===== src/rtl/add_sched_pkg.sv =====
// Shared definitions for the ADD job scheduler: FSM states and the ADD job-word layout.
package add_sched_pkg;

  localparam int CMD_INFO_W = 128;
  localparam int CMD_ADDR_W = 16;
  localparam int CMD_IDX_W  = 16;

  localparam int ADD0_LSB = 0;
  localparam int ADD1_LSB = CMD_ADDR_W;
  localparam int SUM_LSB  = 2 * CMD_ADDR_W;
  localparam int NUM_LSB  = 3 * CMD_ADDR_W;

  typedef enum logic [2:0] {
    IDLE,
    ISSUE,
    RUN,
    DRAIN,
    ABORT
  } schedState_t;

  function automatic logic [CMD_IDX_W-1:0] getNum(input logic [CMD_INFO_W-1:0] info);
    return info[NUM_LSB +: CMD_IDX_W];
  endfunction

endpackage


===== src/rtl/add_cmd_fifo.sv =====
// Synchronous command FIFO with flush; full is registered from the next occupancy.
module add_cmd_fifo #(
  parameter int DEPTH = 4,
  parameter int WIDTH = 128
) (
  input  logic                     clk,
  input  logic                     rst,
  input  logic                     push,
  input  logic                     pop,
  input  logic                     flush,
  input  logic [WIDTH-1:0]         wrData,
  output logic [WIDTH-1:0]         rdData,
  output logic                     full,
  output logic                     empty,
  output logic [$clog2(DEPTH):0]   count
);

  localparam int AW = $clog2(DEPTH);
  localparam logic [AW:0] FULL_CNT = (AW+1)'(DEPTH);

  logic [WIDTH-1:0] mem [DEPTH];
  logic [AW-1:0]    wrPtr, rdPtr;
  logic [AW:0]      countNext;
  logic             doPush, doPop;

  // Flush drops a same-cycle push; full blocks a push even if a pop happens this cycle.
  assign doPush = push & ~full & ~flush;
  assign doPop  = pop & ~empty & ~flush;
  assign empty  = (count == '0);
  assign rdData = mem[rdPtr];

  always_comb begin
    if (flush) countNext = '0;
    else       countNext = count + (AW+1)'(doPush) - (AW+1)'(doPop);
  end

  // NOTE: state registers use non-blocking assignments so every flop samples pre-edge values.
  always_ff @(posedge clk) begin
    if (rst) begin
      wrPtr <= '0;
      rdPtr <= '0;
      count <= '0;
      full  <= 1'b0;
    end else begin
      count <= countNext;
      full  <= (countNext == FULL_CNT);
      if (flush) begin
        wrPtr <= '0;
        rdPtr <= '0;
      end else begin
        if (doPush) wrPtr <= wrPtr + AW'(1);
        if (doPop)  rdPtr <= rdPtr + AW'(1);
      end
    end
  end

  // NOTE: storage is not reset; pointers and count alone define which entries are valid.
  always_ff @(posedge clk) begin
    if (doPush) mem[wrPtr] <= wrData;
  end

endmodule


===== src/rtl/add_sched.sv =====
// ADD job scheduler: queues CCU jobs, issues them one at a time to ADD, counts Sum writes to detect completion.
module add_sched
  import add_sched_pkg::*;
#(
  parameter int ADDISA_WIDTH = CMD_INFO_W,
  parameter int ADDR_WIDTH   = CMD_ADDR_W,
  parameter int IDX_WIDTH    = CMD_IDX_W,
  parameter int QDEPTH       = 4,
  parameter int DONE_WIDTH   = 8
) (
  input  logic                       clk,
  input  logic                       rst,
  input  logic                       CCUADS_CmdVld,
  output logic                       ADSCCU_CmdRdy,
  input  logic [ADDISA_WIDTH-1:0]    CCUADS_CmdInfo,
  input  logic                       CCUADS_Flush,
  output logic                       ADSADD_CfgVld,
  input  logic                       ADDADS_CfgRdy,
  output logic [ADDISA_WIDTH-1:0]    ADSADD_CfgInfo,
  input  logic                       ADDGLB_SumWrDatVld,
  input  logic                       GLBADD_SumWrDatRdy,
  output logic                       ADSCCU_JobDone,
  output logic [DONE_WIDTH-1:0]      ADSCCU_DoneCnt,
  output logic                       ADSCCU_Busy,
  output logic [$clog2(QDEPTH):0]    ADSCCU_QCnt
);

  schedState_t             state, stateNext;
  logic [ADDISA_WIDTH-1:0] jobInfo, headInfo;
  logic [IDX_WIDTH-1:0]    jobNum, headNum;
  logic [IDX_WIDTH:0]      wrCnt, wrCntInc;
  logic [DONE_WIDTH-1:0]   doneCnt;
  logic                    jobDone, doneEvt, pop, wrHs, fifoFull, fifoEmpty, cfgVld;

  add_cmd_fifo #(.DEPTH(QDEPTH), .WIDTH(ADDISA_WIDTH)) u_fifo (
    .clk    (clk),
    .rst    (rst),
    .push   (CCUADS_CmdVld),
    .pop    (pop),
    .flush  (CCUADS_Flush),
    .wrData (CCUADS_CmdInfo),
    .rdData (headInfo),
    .full   (fifoFull),
    .empty  (fifoEmpty),
    .count  (ADSCCU_QCnt)
  );

  assign headNum  = headInfo[3*ADDR_WIDTH +: IDX_WIDTH];
  assign jobNum   = jobInfo[3*ADDR_WIDTH +: IDX_WIDTH];
  assign wrHs     = ADDGLB_SumWrDatVld & GLBADD_SumWrDatRdy;
  assign wrCntInc = wrCnt + (IDX_WIDTH+1)'(1);

  // NOTE: every always_comb output gets a default first, so no path can infer a latch.
  always_comb begin
    stateNext = state;
    pop       = 1'b0;
    doneEvt   = 1'b0;
    cfgVld    = 1'b0;
    unique case (state)
      IDLE: begin
        if (!CCUADS_Flush && !fifoEmpty) begin
          pop = 1'b1;
          if (headNum == '0) doneEvt   = 1'b1;
          else               stateNext = ISSUE;
        end
      end
      ISSUE: begin
        cfgVld = ~CCUADS_Flush;
        if (CCUADS_Flush)       stateNext = IDLE;
        else if (ADDADS_CfgRdy) stateNext = RUN;
      end
      RUN: begin
        if (CCUADS_Flush)                                stateNext = ABORT;
        else if (wrHs && wrCntInc == {1'b0, jobNum})     stateNext = DRAIN;
      end
      DRAIN: begin
        if (CCUADS_Flush) stateNext = ABORT;
        else if (ADDADS_CfgRdy) begin
          doneEvt   = 1'b1;
          stateNext = IDLE;
        end
      end
      ABORT: begin
        // An already-idle ADD would treat a pulse as a new job, so only abort a busy one.
        cfgVld    = ~ADDADS_CfgRdy;
        stateNext = IDLE;
      end
      default: stateNext = IDLE;
    endcase
  end

  always_ff @(posedge clk) begin
    if (rst) begin
      state   <= IDLE;
      jobInfo <= '0;
      wrCnt   <= '0;
      jobDone <= 1'b0;
      doneCnt <= '0;
    end else begin
      state   <= stateNext;
      jobDone <= doneEvt;
      if (CCUADS_Flush) doneCnt <= '0;
      else if (doneEvt) doneCnt <= doneCnt + DONE_WIDTH'(1);
      if (pop) jobInfo <= headInfo;
      if (state == ISSUE)           wrCnt <= '0;
      else if (state == RUN && wrHs) wrCnt <= wrCntInc;
    end
  end

  assign ADSCCU_CmdRdy  = ~fifoFull;
  assign ADSADD_CfgVld  = cfgVld;
  assign ADSADD_CfgInfo = jobInfo;
  assign ADSCCU_JobDone = jobDone;
  assign ADSCCU_DoneCnt = doneCnt;
  assign ADSCCU_Busy    = (state != IDLE) | ~fifoEmpty;

endmodule


===== config.mk =====
export PLATFORM = sky130hd
export DESIGN_NAME = add_sched
export DESIGN_NICKNAME = d
export VERILOG_FILES = /design/src/rtl/add_sched_pkg.sv /design/src/rtl/add_cmd_fifo.sv /design/src/rtl/add_sched.sv
export SDC_FILE = /design/constraint.sdc
export NUM_CORES = 1
export LEC_CHECK = 0
export BUFFER_PORTS_ARGS = -buffer_cell sky130_fd_sc_hd__buf_4
export CAP_MARGIN = 10
export CORE_ASPECT_RATIO = 1.2
export CORE_MARGIN = 5
export CORE_UTILIZATION = 62
export CTS_CLUSTER_DIAMETER = 100
export CTS_CLUSTER_SIZE = 40
export DETAILED_ROUTE_END_ITERATION = 10
export MAX_ROUTING_LAYER = met4
export PLACE_DENSITY_LB_ADDON = 0.12
export REMOVE_ABC_BUFFERS = 1
export SETUP_SLACK_MARGIN = 0.1
export SLEW_MARGIN = 20
export SYNTH_ARGS = -nofsm -noshare
export SYNTH_HDL_FRONTEND = slang
export SYNTH_SLANG_ARGS = --single-unit

===== constraint.sdc =====
create_clock -name clk -period 12 [get_ports clk]
set_input_delay 0.6 -clock clk [delete_from_list [all_inputs] [get_ports clk]]
set_output_delay 0.6 -clock clk [all_outputs]
set_load 0.02 [all_outputs]

==> out/metrics.yaml <==
layout.cell_area.non_filler_sq_um: 28200
tritoncts.num_buffers: 21
critPathRequiredTime_ps: 12510
timing.slew.headroom_pct: 29.2
synth.lib_cells_used.distinct: 46
synthCells: 1509
area_growth_synth_to_finish_pct: 12.9
clkTransAtPathRegs_ps: 140
min_delay_worst_endpoint: "u_fifo.mem[2][54]"
commonest_non_fill_non_tap_cells_in_the_layout: "sky130_fd_sc_hd__edfxtp_1, sky130_fd_sc_hd__buf_4, sky130_fd_sc_hd__nand2_1"
holdPathStages: 1
grt_antenna_before_repair: 5
clock_tree.buffer_depth: 3
peakVddDrop_v: 0.000119
final_common_cell: "sky130_fd_sc_hd__edfxtp_1"
fin_nets: 1887
path_class: "reg -> reg"
power_leakage_nw: 9.22
synth_async_sr_flop_share_pct: 0
finalClockSkew_ps: 34.0
totalWireLength_microns: 51400
layout-drive-gt1-share_pct: 26.2
timing.final.crit_period_ps: 4210
holdCritStartpoint: "CCUADS_CmdInfo[54]"
ctsHtreeMaxLevel: 1
power_density_nw_per_um2: 139
worstPathArrival_ps: 4720
setup_violations: 0
synth_edf_count: 512
numPortBuffers: 277
timing_worst_slew_pin_value_ps: 1060
grt_setup_unrepaired: "no"
kind_of_launch_point_of_the_worst_setup_path: "register"
syn_area_per_cell_sq_um: 16.6
finalWeightedCongestion: 0.910
post_cts_buffers: 0
placeableCoreArea_sq_um: 39800
layout_worst_path_cycle_share_pct: 35.1
die-width_microns: 193
dp.final_hpwl_microns: 31300
vias: 13400
globalRoute.totalOverflow: 0
grt_pass1_vias: 13800
crit-reg2reg-capture: "ADSCCU_DoneCnt[6]"
setup_tns_ps: 0
initial_utilization_pct: 62.8
synth.top_cell.area_share_pct: 61.5
mappedNetlistArea_sq_um: 25000
hold_viol_final: 0
detail_route.vias_per_cell: 5.84
detailedRoute.firstIterationViolations: 1048
drc_errors: 0
synth.ff_latch_count: 679
die_height_microns: 230
clkLatencyLatePin_ps: 580
drtAntennaViolNets: 0
worst_reg_to_reg_path_cell_count: 8
die_outline_area_sq_um: 44500
endpoint_kind: "register"
maxCapViolCount: 0
worst_hold_slack_ps: 195
grt_start_max_net_pins: 73
layout_setup_ws_ps: 7790
detailedRoute.firstPassIterationCount: 5
synth_flop_cell: "sky130_fd_sc_hd__edfxtp_1"
critical_path.max_fanout: 66
route.detailed.wl_per_inst_microns: 22.4
ys.warnings.count: 0
synth_largest_area_cell: "sky130_fd_sc_hd__edfxtp_1"
status: "finished, final reports clean"
placement_rows: 80
sequential_cell_area_fraction_in_the_yosys_report_pct: 74.8
postCtsHoldBufs: 0
synth_top_cells_by_area: "sky130_fd_sc_hd__edfxtp_1, sky130_fd_sc_hd__dfxtp_1, sky130_fd_sc_hd__mux4_2, sky130_fd_sc_hd__nand2_1, sky130_fd_sc_hd__a21oi_1"
cts_tree: "built"
detailed_place.area_sq_um: 27600
max_clock_freq_ghz: 0.237
dpl_worst_slack_ps: 7650
number_of_gates_resized_after_cts: 0
cts_root_buffer: "sky130_fd_sc_hd__clkbuf_16"
clock-sinks: 679
max_slew_violations: 0
slack_of_the_worst_reg_to_reg_path_ps: 7790
wire_length_of_the_first_global_routing_pass_microns: 79700
total_global_route_track_usage_pct: 23.6
timing.hold.worst.class: "in -> reg"
pin_count: 278
-- kinds of logic (layout without fill, tap and decap cells) --
group,count (synthesis),after routing,synth area share (%)
adder cells (fa/ha/maj),9,9,0.480
AND/OR/NAND/NOR,392,392,6.60
AO/OA/AOI/OAI,163,163,3.51
multiplexers,130,130,11.6
buffers and inverters,93,341,1.46
XOR/XNOR,43,43,1.51
flip-flops,679,679,74.8
other,0,5,0
-- per-stage QoR --
stage	power [mW]	std cells	util [%]
final	3.93	2295	70.9
after global routing	4.08	2295	70.9
after CTS	3.95	2290	70.8
after detailed placement	2.99	2253	69.3
after global placement	2.98	2253	69.3
after floorplan	2.84	1425	-
-- cells in the mapped netlist, drive strengths merged, types with 14 or more instances --
library cell,instances
edfxtp,512
nand2,280
dfxtp,167
a21oi,140
mux4,128
clkbuf,69
nor2,39
xor2,23
xnor2,20
buf,15
nand3,14
-- worst max-delay path, cell delays in order (launching register included) --
cell and delay [ps]:
sky130_fd_sc_hd__dfxtp_4 1020, sky130_fd_sc_hd__buf_4 880, sky130_fd_sc_hd__mux4_2 440, sky130_fd_sc_hd__nor4_1 490, sky130_fd_sc_hd__nand4_1 330, sky130_fd_sc_hd__o32ai_4 340, sky130_fd_sc_hd__nand4_1 160, sky130_fd_sc_hd__or3_1 320
sky130_fd_sc_hd__a21oi_1 140
-- where the power goes --
group	leakage (nW)	switching (mW)	internal, mW
registers	6.00	0.0320	2.59
logic	2.92	0.185	0.130
clock network	0.297	0.648	0.346
total	9.22	0.865	3.06
-- how the worst max path moves through the flow --
stage / slack [ps] / depth (start not counted) / end / start
floorplan: 4260 / 12 / u_fifo.full / u_fifo.count[1]
global placement: 7660 / 8 / ADSCCU_DoneCnt[6] / register
detailed placement: 7650 / 8 / ADSCCU_DoneCnt[6] / register
CTS: 7630 / 8 / ADSCCU_DoneCnt[6] / register
global route: 7520 / 8 / ADSCCU_DoneCnt[6] / register
finish: 7790 / 8 / ADSCCU_DoneCnt[6] / register
-- layer usage --
| layer | track usage [%] | wire length (microns) | vias to the layer above |
|---|---|---|---|
| met1 | 31.3 | 20600 | 6819 |
| li1 | - | - | 6121 |
| met5 | - | 0 | - |
| met4 | 5.27 | 1050 | 0 |
| met2 | 39.2 | 26400 | 409 |
| met3 | 4.08 | 3350 | 57 |
-- flip-flops by register name (all words and copies together), names as in the netlist, named ones only --
register and count:
state 3, u_fifo.full 1, u_fifo.count 3, wrCnt 17, u_fifo.wrPtr 2, ADSCCU_JobDone 1, u_fifo.mem 512, ADSCCU_DoneCnt 8
u_fifo.rdPtr 2, ADSADD_CfgInfo 128
-- cell type report --
cell class                      count  area, sq um
Antenna cell                        5         12.5
Clock buffer                       34          574
Clock inverter                      3         55.1
Fill cell                        2659        11600
Inverter                            9         36.3
Multi-Input combinational cell    737         5950
Sequential cell                   679        18700
Tap cell                          533          667
Timing Repair Buffer              295         2210
No activity file was read; power rests on OpenSTA's default activity.
